[src/rtl/id_pkg.sv]
// Shared decode definitions for the ID operand stage: opcode map and the
// per-opcode operand/destination usage helpers.
package id_pkg;

    // Default datapath / PC width.
    localparam int XLEN_DEFAULT = 32;

    // RV32I major opcodes, instruction bits [6:2].
    localparam logic [4:0] OPC_LOAD     = 5'b00000;
    localparam logic [4:0] OPC_MISC_MEM = 5'b00011;
    localparam logic [4:0] OPC_OP_IMM   = 5'b00100;
    localparam logic [4:0] OPC_AUIPC    = 5'b00101;
    localparam logic [4:0] OPC_STORE    = 5'b01000;
    localparam logic [4:0] OPC_OP       = 5'b01100;
    localparam logic [4:0] OPC_LUI      = 5'b01101;
    localparam logic [4:0] OPC_BRANCH   = 5'b11000;
    localparam logic [4:0] OPC_JALR     = 5'b11001;
    localparam logic [4:0] OPC_JAL      = 5'b11011;
    localparam logic [4:0] OPC_SYSTEM   = 5'b11100;

    // Decoded register usage of one instruction.
    typedef struct packed {
        logic use_rs1;
        logic use_rs2;
        logic wr_rd;
    } reg_use_t;

    // rs1 is read by everything except the upper-immediate forms and JAL.
    function automatic logic uses_rs1(input logic [4:0] opc);
        return !(opc == OPC_LUI || opc == OPC_AUIPC || opc == OPC_JAL);
    endfunction

    // rs2 is read only by compares, stores and register-register ALU ops.
    function automatic logic uses_rs2(input logic [4:0] opc);
        return (opc == OPC_BRANCH || opc == OPC_STORE || opc == OPC_OP);
    endfunction

    // Opcodes that produce a register result (rd==x0 filtered by the caller).
    function automatic logic writes_rd(input logic [4:0] opc);
        logic w;
        case (opc)
            OPC_LUI, OPC_AUIPC, OPC_JAL, OPC_JALR,
            OPC_LOAD, OPC_OP_IMM, OPC_OP, OPC_SYSTEM: w = 1'b1;
            default:                                   w = 1'b0;
        endcase
        return w;
    endfunction

    function automatic reg_use_t decode_use(input logic [4:0] opc);
        reg_use_t u;
        u.use_rs1 = uses_rs1(opc);
        u.use_rs2 = uses_rs2(opc);
        u.wr_rd   = writes_rd(opc);
        return u;
    endfunction

endpackage

[src/rtl/id_operand_stage_scoreboard.sv]
// Counting scoreboard: one PEND_W-bit outstanding-write counter per
// architectural register x1..x31 (x0 never pends).
module reg_scoreboard
    import id_pkg::*;
#(
    parameter int PEND_W = 2
) (
    input  logic                  clk_i,
    input  logic                  n_rst,
    input  logic                  inc_en_i,
    input  logic [4:0]            inc_rd_i,
    input  logic                  dec_en_i,
    input  logic [4:0]            dec_rd_i,
    output logic [32*PEND_W-1:0]  pend_o,
    output logic                  err_o
);

    localparam logic [PEND_W-1:0] ONE  = PEND_W'(1);
    localparam logic [PEND_W-1:0] ZERO = '0;

    logic [PEND_W-1:0] pend_q [1:31];
    logic [PEND_W-1:0] pend_d [1:31];

    // Next-state counters and the write-without-pending error pulse.
    always_comb begin
        // NOTE: every output of this block gets a default first, so no path can leave it unassigned and infer a latch.
        err_o = 1'b0;
        for (int r = 1; r < 32; r++) begin
            pend_d[r] = pend_q[r];
            if (inc_en_i && inc_rd_i == 5'(r) && !(dec_en_i && dec_rd_i == 5'(r))) begin
                pend_d[r] = pend_q[r] + ONE;
            end else if (dec_en_i && dec_rd_i == 5'(r) && !(inc_en_i && inc_rd_i == 5'(r))) begin
                if (pend_q[r] == ZERO) begin
                    err_o = 1'b1;
                end else begin
                    pend_d[r] = pend_q[r] - ONE;
                end
            end
        end
    end

    // Counter state; cleared asynchronously.
    always_ff @(posedge clk_i or negedge n_rst) begin
        if (!n_rst) begin
            // NOTE: this register array is reset explicitly; a stale pending count after reset would stall issue forever.
            for (int r = 1; r < 32; r++) begin
                pend_q[r] <= ZERO;
            end
        end else begin
            // NOTE: sequential state uses non-blocking assignment so every counter samples pre-edge values.
            for (int r = 1; r < 32; r++) begin
                pend_q[r] <= pend_d[r];
            end
        end
    end

    // Flatten counters into a vector, x0 slot tied to zero.
    always_comb begin
        pend_o[PEND_W-1:0] = ZERO;
        for (int r = 1; r < 32; r++) begin
            pend_o[r*PEND_W +: PEND_W] = pend_q[r];
        end
    end

endmodule

[src/rtl/id_operand_stage.sv]
// Decode-stage operand issue: register read, writeback bypass, RAW and
// saturation stalls against the scoreboard, and the ID/EX slot.
module id_operand_stage
    import id_pkg::*;
#(
    parameter int XLEN   = XLEN_DEFAULT,
    parameter int PEND_W = 2
) (
    input  logic            clk_i,
    input  logic            n_rst,
    input  logic            if_valid_i,
    output logic            if_ready_o,
    input  logic [31:0]     if_instr_i,
    input  logic [XLEN-1:0] if_pc_i,
    input  logic            flush_i,
    output logic [4:0]      rs1_addr_o,
    output logic [4:0]      rs2_addr_o,
    input  logic [XLEN-1:0] rs1_data_i,
    input  logic [XLEN-1:0] rs2_data_i,
    input  logic            wb_we_i,
    input  logic [4:0]      wb_rd_i,
    input  logic [XLEN-1:0] wb_data_i,
    output logic            ex_valid_o,
    input  logic            ex_ready_i,
    output logic [XLEN-1:0] ex_pc_o,
    output logic [31:0]     ex_instr_o,
    output logic [XLEN-1:0] ex_rs1_o,
    output logic [XLEN-1:0] ex_rs2_o,
    output logic [4:0]      ex_rd_o,
    output logic            ex_rd_we_o,
    output logic            sb_err_o
);

    // Counter arithmetic is one bit wider so the in-slot writer can be added without wrap.
    localparam int            CW      = PEND_W + 1;
    localparam logic [CW-1:0] SAT_MAX = CW'((1 << PEND_W) - 1);

    // ID/EX slot
    logic            ex_valid_q, ex_valid_d;
    logic [XLEN-1:0] ex_pc_q,    ex_pc_d;
    logic [31:0]     ex_instr_q, ex_instr_d;
    logic [XLEN-1:0] ex_rs1_q,   ex_rs1_d;
    logic [XLEN-1:0] ex_rs2_q,   ex_rs2_d;
    logic [4:0]      ex_rd_q,    ex_rd_d;
    logic            ex_rd_we_q, ex_rd_we_d;
    logic            sb_err_q,   sb_err_d;

    // Decode
    logic [4:0] rs1, rs2, rd;
    reg_use_t   use_info;
    logic       rd_we;

    // Scoreboard interface
    logic [32*PEND_W-1:0] pend_vec;
    logic [PEND_W-1:0]    pend [32];
    logic                 sb_inc_en, sb_dec_en, sb_err_pulse;

    // Hazard / bypass
    logic          ex_hit_rs1, ex_hit_rs2, ex_hit_rd;
    logic          wb_hit_rs1, wb_hit_rs2;
    logic [CW-1:0] sum_rs1, sum_rs2, sum_rd;
    logic          raw_hz, sat_hz, slot_free, accept;

    assign rs1      = if_instr_i[19:15];
    assign rs2      = if_instr_i[24:20];
    assign rd       = if_instr_i[11:7];
    assign use_info = decode_use(if_instr_i[6:2]);
    assign rd_we    = use_info.wr_rd && (rd != 5'd0);

    assign rs1_addr_o = rs1;
    assign rs2_addr_o = rs2;

    // A slot handshake that coincides with a flush belongs to squashed work and is not counted.
    assign sb_inc_en = ex_valid_q && ex_ready_i && ex_rd_we_q && !flush_i;
    assign sb_dec_en = wb_we_i && (wb_rd_i != 5'd0);

    reg_scoreboard #(.PEND_W(PEND_W)) u_sb (
        .clk_i    (clk_i),
        .n_rst    (n_rst),
        .inc_en_i (sb_inc_en),
        .inc_rd_i (ex_rd_q),
        .dec_en_i (sb_dec_en),
        .dec_rd_i (wb_rd_i),
        .pend_o   (pend_vec),
        .err_o    (sb_err_pulse)
    );

    // Unpack scoreboard counters for register-indexed lookup.
    always_comb begin
        for (int r = 0; r < 32; r++) begin
            pend[r] = pend_vec[r*PEND_W +: PEND_W];
        end
    end

    // RAW and saturation hazards plus the issue handshake.
    always_comb begin
        ex_hit_rs1 = ex_valid_q && ex_rd_we_q && (ex_rd_q == rs1);
        ex_hit_rs2 = ex_valid_q && ex_rd_we_q && (ex_rd_q == rs2);
        ex_hit_rd  = ex_valid_q && ex_rd_we_q && (ex_rd_q == rd);
        wb_hit_rs1 = wb_we_i && (wb_rd_i == rs1);
        wb_hit_rs2 = wb_we_i && (wb_rd_i == rs2);

        sum_rs1 = CW'(pend[rs1]) + CW'(ex_hit_rs1);
        sum_rs2 = CW'(pend[rs2]) + CW'(ex_hit_rs2);
        sum_rd  = CW'(pend[rd])  + CW'(ex_hit_rd);

        // Effective pending count is zero exactly when this cycle's writeback retires the last writer.
        raw_hz = (use_info.use_rs1 && rs1 != 5'd0 && sum_rs1 != CW'(wb_hit_rs1)) ||
                 (use_info.use_rs2 && rs2 != 5'd0 && sum_rs2 != CW'(wb_hit_rs2));
        sat_hz = rd_we && (sum_rd == SAT_MAX);

        slot_free  = !ex_valid_q || ex_ready_i;
        if_ready_o = slot_free && !raw_hz && !sat_hz && !flush_i;
        accept     = if_valid_i && if_ready_o;
    end

    // Next-state of the ID/EX slot with writeback bypass on operand capture.
    always_comb begin
        ex_valid_d = ex_valid_q;
        ex_pc_d    = ex_pc_q;
        ex_instr_d = ex_instr_q;
        ex_rs1_d   = ex_rs1_q;
        ex_rs2_d   = ex_rs2_q;
        ex_rd_d    = ex_rd_q;
        ex_rd_we_d = ex_rd_we_q;
        sb_err_d   = sb_err_q || sb_err_pulse;

        if (flush_i) begin
            ex_valid_d = 1'b0;
        end else if (accept) begin
            ex_valid_d = 1'b1;
            ex_pc_d    = if_pc_i;
            ex_instr_d = if_instr_i;
            ex_rd_d    = rd_we ? rd : 5'd0;
            ex_rd_we_d = rd_we;

            if (!use_info.use_rs1)              ex_rs1_d = '0;
            else if (wb_hit_rs1 && rs1 != 5'd0) ex_rs1_d = wb_data_i;
            else                                ex_rs1_d = rs1_data_i;

            if (!use_info.use_rs2)              ex_rs2_d = '0;
            else if (wb_hit_rs2 && rs2 != 5'd0) ex_rs2_d = wb_data_i;
            else                                ex_rs2_d = rs2_data_i;
        end else if (ex_ready_i) begin
            ex_valid_d = 1'b0;
        end
    end

    // ID/EX slot and sticky scoreboard error registers.
    always_ff @(posedge clk_i or negedge n_rst) begin
        if (!n_rst) begin
            ex_valid_q <= 1'b0;
            ex_pc_q    <= '0;
            ex_instr_q <= '0;
            ex_rs1_q   <= '0;
            ex_rs2_q   <= '0;
            ex_rd_q    <= '0;
            ex_rd_we_q <= 1'b0;
            sb_err_q   <= 1'b0;
        end else begin
            ex_valid_q <= ex_valid_d;
            ex_pc_q    <= ex_pc_d;
            ex_instr_q <= ex_instr_d;
            ex_rs1_q   <= ex_rs1_d;
            ex_rs2_q   <= ex_rs2_d;
            ex_rd_q    <= ex_rd_d;
            ex_rd_we_q <= ex_rd_we_d;
            sb_err_q   <= sb_err_d;
        end
    end

    assign ex_valid_o = ex_valid_q;
    assign ex_pc_o    = ex_pc_q;
    assign ex_instr_o = ex_instr_q;
    assign ex_rs1_o   = ex_rs1_q;
    assign ex_rs2_o   = ex_rs2_q;
    assign ex_rd_o    = ex_rd_q;
    assign ex_rd_we_o = ex_rd_we_q;
    assign sb_err_o   = sb_err_q;

endmodule

[config.mk]
export PLATFORM = sky130hd
export DESIGN_NAME = id_operand_stage
export DESIGN_NICKNAME = d
export VERILOG_FILES = /design/src/rtl/id_pkg.sv /design/src/rtl/id_operand_stage_scoreboard.sv /design/src/rtl/id_operand_stage.sv
export SDC_FILE = /design/constraint.sdc
export NUM_CORES = 1
export LEC_CHECK = 0
export CAP_MARGIN = 15
export CORE_ASPECT_RATIO = 0.6
export CORE_MARGIN = 3
export CORE_UTILIZATION = 55
export CTS_BUF_LIST = sky130_fd_sc_hd__clkbuf_16
export CTS_CLUSTER_DIAMETER = 60
export CTS_CLUSTER_SIZE = 8
export DETAILED_ROUTE_END_ITERATION = 12
export HOLD_SLACK_MARGIN = 0.05
export PLACE_DENSITY = 0.95
export SLEW_MARGIN = 20
export SYNTH_ARGS = -nofsm -noshare
export SYNTH_HDL_FRONTEND = slang
export SYNTH_SLANG_ARGS = --single-unit
[constraint.sdc]
create_clock -name clk_i -period 5.7 [get_ports clk_i]
set_input_delay 0.57 -clock clk_i [delete_from_list [all_inputs] [get_ports clk_i]]
set_output_delay 0.57 -clock clk_i [all_outputs]
set_load 0.01 [all_outputs]
# Yosys cells after proc, flatten, opt, wreduce, memory -nomap -nowiden
# Memory sizes are Yosys's and may differ from the RTL's.
# Index checks and enable logic that the tools add are counted.
dict set report word_totals {
  register_bits 198
  rom_bits 32
  input_bits 171
  output_inout_bits 147
  elab_cells 741
  mem_count 1
}
# name depth word_bits read_ports rd_ports_with_merged_regs write_ports line_no
set memory_table {}
lappend memory_table {{(name not given)} 32 1 1 0 0 id_pkg.sv:41} ;# case (opc)
dict set report classes {
  add_sub_neg 65
  magnitude_cmp 3
  n_eq_ne 107
  n_mux 203
  bitwise_logic 4
  reduce_logical 319
}
# cell n
set ops {}
lappend ops {{$mux 2} 99}
lappend ops {{$eq 5x5->1 const B} 34}
lappend ops {{$logic_and 1x1->1} 146}
lappend ops {{$mux 32} 4}
lappend ops {{$mux 1} 96}
lappend ops {{$eq 5x4->1 const B} 19}
lappend ops {{$logic_not 1->1} 67}
lappend ops {{$reduce_and 2->1} 32}
lappend ops {{$add 2x1->2 const B} 31}
lappend ops {{$logic_not 2->1} 31}
lappend ops {{$ne 2x1->1 const B} 31}
lappend ops {{$reduce_bool 2->1} 31}
lappend ops {{$sub 2x1->2 const B} 31}
lappend ops {{$eq 5x3->1 const B} 9}
lappend ops {{$bmux 2 s5} 3}
lappend ops {{$eq 5x5->1} 5}
lappend ops {{$eq 5x2->1 const B} 4}
lappend ops {{$reduce_bool 5->1} 4}
lappend ops {{$ge 6x6->1 const B} 3}
lappend ops {{$not 5->6} 3}
lappend ops {{$eq 5x1->1 const B} 2}
lappend ops {{$add 2x1->3} 3}
lappend ops {{$logic_or 1x1->1} 7}
lappend ops {{$ne 3x1->1} 2}
lappend ops {{other kinds (4)} 4}

# Depth between registers and ports, before layout
dict set report logic_depth {
  word_depth 99
  ltp_mapped 17
  depth_no_buf 13
}

# Hierarchy
# A second synthesis with hierarchy kept.
dict set report unflattened {
  hier_cells 1268
  area_unflattened_um2 13351.6
}
# module n_inst cells_per_inst area_per_inst_um2 seq_area_each_um2
set by_module_without_submodules {}
lappend by_module_without_submodules {id_operand_stage 1 623 8488.1 3403.3}
lappend by_module_without_submodules {reg_scoreboard 1 645 4863.4 1551.5}

# Worst setup path before layout
# No wires, ideal clock.
dict set report synth_timing {
  kind {in2reg}
  startpoint {input if_instr_i[20]}
  endpoint {register ex_instr_q[10] (netlist: ex_instr_o[10])}
  setup_time_ns 0.125
  arrival_ns 4.089
  required_ns 5.575
  setup_slack_ns 1.486
  path_stages 14
  path_buffers 4
  cell_sequence {buf_4 -> mux4_2 -> mux4_2 -> mux2_2 -> ha_1 -> ha_1 -> or3_1 -> mux2_1 -> a21boi_1 -> and4_1 -> buf_6 -> buf_12 -> buf_12 -> mux2_4}
}
dict set report synth_via {
  elab_chain_cells 14
  elab_cells_between_ends 20
  cone_classes {add/sub (1); eq/ne (3); mux (3); bitwise (1); reduce/logical (12)}
}
# item line_no
set synth_rtl {}
lappend synth_rtl {{from (decl)} id_operand_stage.sv:13} ;# input logic [31:0] if_instr_i,
lappend synth_rtl {{$not 5->6 (not written as such)} id_operand_stage.sv:104} ;# sum_rs2 = CW'(pend[rs2]) + CW'(ex_hit_rs2);
lappend synth_rtl {{$bmux 2 s5} id_operand_stage.sv:104}
lappend synth_rtl {{$mux 2 (not written as such) (2 in series)} id_operand_stage.sv:104}
lappend synth_rtl {{$add 2x1->3} id_operand_stage.sv:104}
lappend synth_rtl {{$ne 3x1->1} id_operand_stage.sv:109} ;# (use_info.use_rs2 && rs2 != 5'd0 && sum_rs2 != CW'(wb_hit_rs2));
lappend synth_rtl {{$logic_and 1x1->1 *} id_operand_stage.sv:109}
lappend synth_rtl {{$logic_or 1x1->1 *} id_operand_stage.sv:108} ;# raw_hz = (use_info.use_rs1 && rs1 != 5'd0 && sum_rs1 != CW'(wb_hit_rs1)) ||
lappend synth_rtl {{$logic_not 1->1 *} id_operand_stage.sv:113} ;# if_ready_o = slot_free && !raw_hz && !sat_hz && !flush_i;
lappend synth_rtl {{$logic_and 1x1->1 * (3 in series)} id_operand_stage.sv:113}
lappend synth_rtl {{$logic_and 1x1->1 *} id_operand_stage.sv:114} ;# accept = if_valid_i && if_ready_o;
lappend synth_rtl {{$reduce_and 2->1 (no source line) *} --}
lappend synth_rtl {{to (signal assigned)} id_operand_stage.sv:163} ;# ex_instr_q <= ex_instr_d;
lappend synth_rtl {{to (decl)} id_operand_stage.sv:41} ;# logic [31:0] ex_instr_q, ex_instr_d;
# Mark *: on every way between the ends. The rest lies on a longest branch, timed or not. The select of a mux whose other input is x is not followed.
# A chain may end at the register's enable or synchronous reset.

# Final worst setup path
dict set report layout_timing {
  startpoint {input if_instr_i[20]}
  endpoint {output if_ready_o}
}
dict set report layout_via {
  elab_chain_cells 12
  elab_cells_between_ends 18
  cone_classes {add/sub (1); eq/ne (3); mux (3); bitwise (1); reduce/logical (10)}
}
# item line_no
set layout_rtl {}
lappend layout_rtl {{$not 5->6 (not written as such)} id_operand_stage.sv:104}
lappend layout_rtl {{$bmux 2 s5} id_operand_stage.sv:104}
lappend layout_rtl {{$mux 2 (not written as such) (2 in series)} id_operand_stage.sv:104}
lappend layout_rtl {{$add 2x1->3} id_operand_stage.sv:104}
lappend layout_rtl {{$ne 3x1->1} id_operand_stage.sv:109}
lappend layout_rtl {{$logic_and 1x1->1 *} id_operand_stage.sv:109}
lappend layout_rtl {{$logic_or 1x1->1 *} id_operand_stage.sv:108}
lappend layout_rtl {{$logic_not 1->1 *} id_operand_stage.sv:113}
lappend layout_rtl {{$logic_and 1x1->1 * (3 in series)} id_operand_stage.sv:113}
lappend layout_rtl {{to (decl)} id_operand_stage.sv:12} ;# output logic if_ready_o,
# Marked as above.

==> reports/qor.yml <==
finish:
  final_layout_size_suffix_gt1_share_pct: 15.6
  mostFrequentLayoutCells: "clkdlybuf4s50_1, dfrtp_1, nand2_1"
  nFillCells: 1568
  final_nets: 1811
  syn_to_final_growth_pct: 28.6
  antennaDiodeCount: 0
  final_common_cell: "clkdlybuf4s50_1"
  stdcell_area_um2: 17300
clocking:
  insertion_delay_ns: 0.46
  post-cts-setup-buffers: 0
  numCtsBuffers: 17
  cts_tree: "done"
  ctsHoldBuffers: 0
  clkSlewWorstSetupHoldPaths_ns: 0.07
  cts_buffer_depth: 2
  root_buffer: "clkbuf_16"
  post_cts_resized: 0
  clock_sinks: 198
  cts-htree-levels: 4
global_routing:
  grt_pass1_wl_mm: 65.3
  grt_max_degree: 70
  grt_antenna_before_repair: 0
  grt_remaining_overflow: 0
  gr-usage-all-layers_pct: 32.0
  first_global_vias: 11500
yosys:
  synth_warnings: 0
  ys_seq_elements: 198
  synth_cell_types: 47
  yosysSeqAreaShare_pct: 36.9
  ys_async_sr_fraction_pct: 100
  syn_inst: 1283
  syn_nets: 1522
  synth_area_um2: 13400
  synth_edf_count: 0
  synthFlopType: "dfrtp_1"
  synth_area_per_cell_um2: 10.5
placement:
  dp.final_hpwl_mm: 32.1
  gp_congestion: 0.999
  dp_slack_ns: 0.483
  numPortBuffers: 317
  placed_area_um2: 16700
route:
  postRouteAntennaNets: 0
  wirelength_mm: 42.8
  vias: 11400
  first_pass_iters: 6
  drt_iter0_markers: 1282
  drt-met1-wl_mm: 16.5
  routed_via_density: 6.01
  dr.max_layer_used: "met4"
  met3_length_mm: 5.11
  drcViolationCount: 0
  wl_per_cell_um: 22.5
  wl_met2_mm: 20.1
worst_setup_path:
  worstRegToRegCells: 11
  r2r_slack_ns: 1.31
  crit_arrival_ns: 4.69
  crit_path_max_fanout: 20
  setup.worst_path.class: "input port to primary output"
  cp.required_ns: 5.13
  cp-end-kind: "primary output"
  r2r-end: "ex_rs2_o[26]"
  start_kind: "input port"
  rr_startpoint: "u_sb.pend_o[30]"
timing:
  fmax_mhz: 190
  hold_viol: 0
  drv_slew: 0
  worst_slack_ns: 0.444
  setup_viol: 0
  fin_setup_tns_ns: 0
  tightest_slew_ns: 1.14
  fin_crit_sh_pct: 92.2
  fin_skew_ns: 0.00902
  slew-limit-headroom_pct: 23.3
  period_minus_slack_ns: 5.26
  rsz0062_at_grt: "false"
flow_run:
  maxCapViolCount: 0
floorplanning:
  rows: 43
  placeableCoreArea_um2: 23600
  die_height_um: 127
  io_pins: 318
  die_w_um: 208
  start_util_pct: 57.0
  die_area_um2: 26400
power_and_ir_drop:
  cellPowerDensity_nw_per_um2: 311
  vdd_drop_max_mv: 0.205
  leakage_uw: 0.00779
worst_hold_path:
  hold_path_class: "input port to async pin"
status:
  status: "finished clean"
[power breakdown]
group / switching [uW] / internal [uW]
Sequential: 362 / 1770
Combinational: 775 / 1170
Clock: 572 / 730
[sequential cells by signal, indices dropped and copies added, names as in the netlist]
name	count
u_sb.pend_o	62
ex_rs2_o	32
ex_rs1_o	32
sb_err_o	1
ex_instr_o	32
ex_pc_o	32
ex_rd_o	5
ex_valid_o	1
ex_rd_we_o	1
[metrics by stage]
stage | power, uW | utilization, % | instances | hold slack, ns
floorplan | 2990 | - | 1283 | 0.274
global placement | 3970 | 70.7 | 1868 | 0.489
detailed placement | 4060 | 70.7 | 1868 | 0.494
CTS | 5380 | 73.3 | 1900 | 0.107
global route | 5590 | 73.3 | 1900 | 0.120
finish | 5380 | 73.3 | 1900 | 0.0857
[critical path, stage by stage]
cell and delay [ns]:
clkdlybuf4s50_1 0.46, buf_4 0.31, mux4_2 0.55, mux4_2 0.49
mux2_2 0.29, ha_1 0.18, ha_1 0.28, or3_1 0.37
mux2_1 0.31, nand2_1 0.06, and4_1 0.21, clkdlybuf4s50_1 0.60
[worst max-delay path by stage]
stage                    from        endpoint  cells past startpoint
2_1_floorplan  if_instr_i[20]  ex_instr_o[10]                     14
3_3_place_gp   if_instr_i[20]      if_ready_o                     12
3_5_place_dp   if_instr_i[20]    ex_rs2_o[26]                     13
4_1_cts        if_instr_i[20]      if_ready_o                     12
5_1_grt        if_instr_i[20]      if_ready_o                     12
6_report       if_instr_i[20]      if_ready_o                     12
[metal layers]
metal / GRT usage [%] / vias to the layer above
met2: 52.7 / 673
met3: 11.6 / 97
met1: 40.3 / 5597
li1: - / 5043
met5: 0 / -
met4: 9.50 / 0
[kinds of logic after synthesis]
logic type	share of synthesized area, %
muxes	28.1
AOI/OAI and AO/OA	4.71
and+or+nand+nor	15.2
DFF	36.9
adders and majority gates	6.33
buffers and inverters	7.19
xor gates and xnor gates	1.63
[cells in the mapped netlist (24+ instances only)]
cell type | instances | share of area [%]
dfrtp_1 | 198 | 37
nand2_1 | 154 | 4.3
nor2_1 | 131 | 3.7
inv_1 | 105 | 2.9
mux2_2 | 91 | 7.6
mux2i_1 | 87 | 6.5
ha_1 | 68 | 6.3
o21ai_0 | 66 | 2.5
mux4_2 | 53 | 8.9
mux2_4 | 43 | 4.8
nor2b_1 | 36 | 1.7
nor4b_1 | 31 | 2.0
buf_4 | 24 | 1.3
[cell type report]
type | count | area [um2] | share of cell area (%)
clock inverter | 15 | 188 | 1.09
inverter | 105 | 394 | 2.28
timing repair buffer | 341 | 3380 | 19.6
clock buffer | 17 | 425 | 2.46
tap | 315 | 394 | 2.28
multi-input combinational | 909 | 7530 | 43.6
sequential | 198 | 4950 | 28.7
Power figures use the tool's default switching activity.
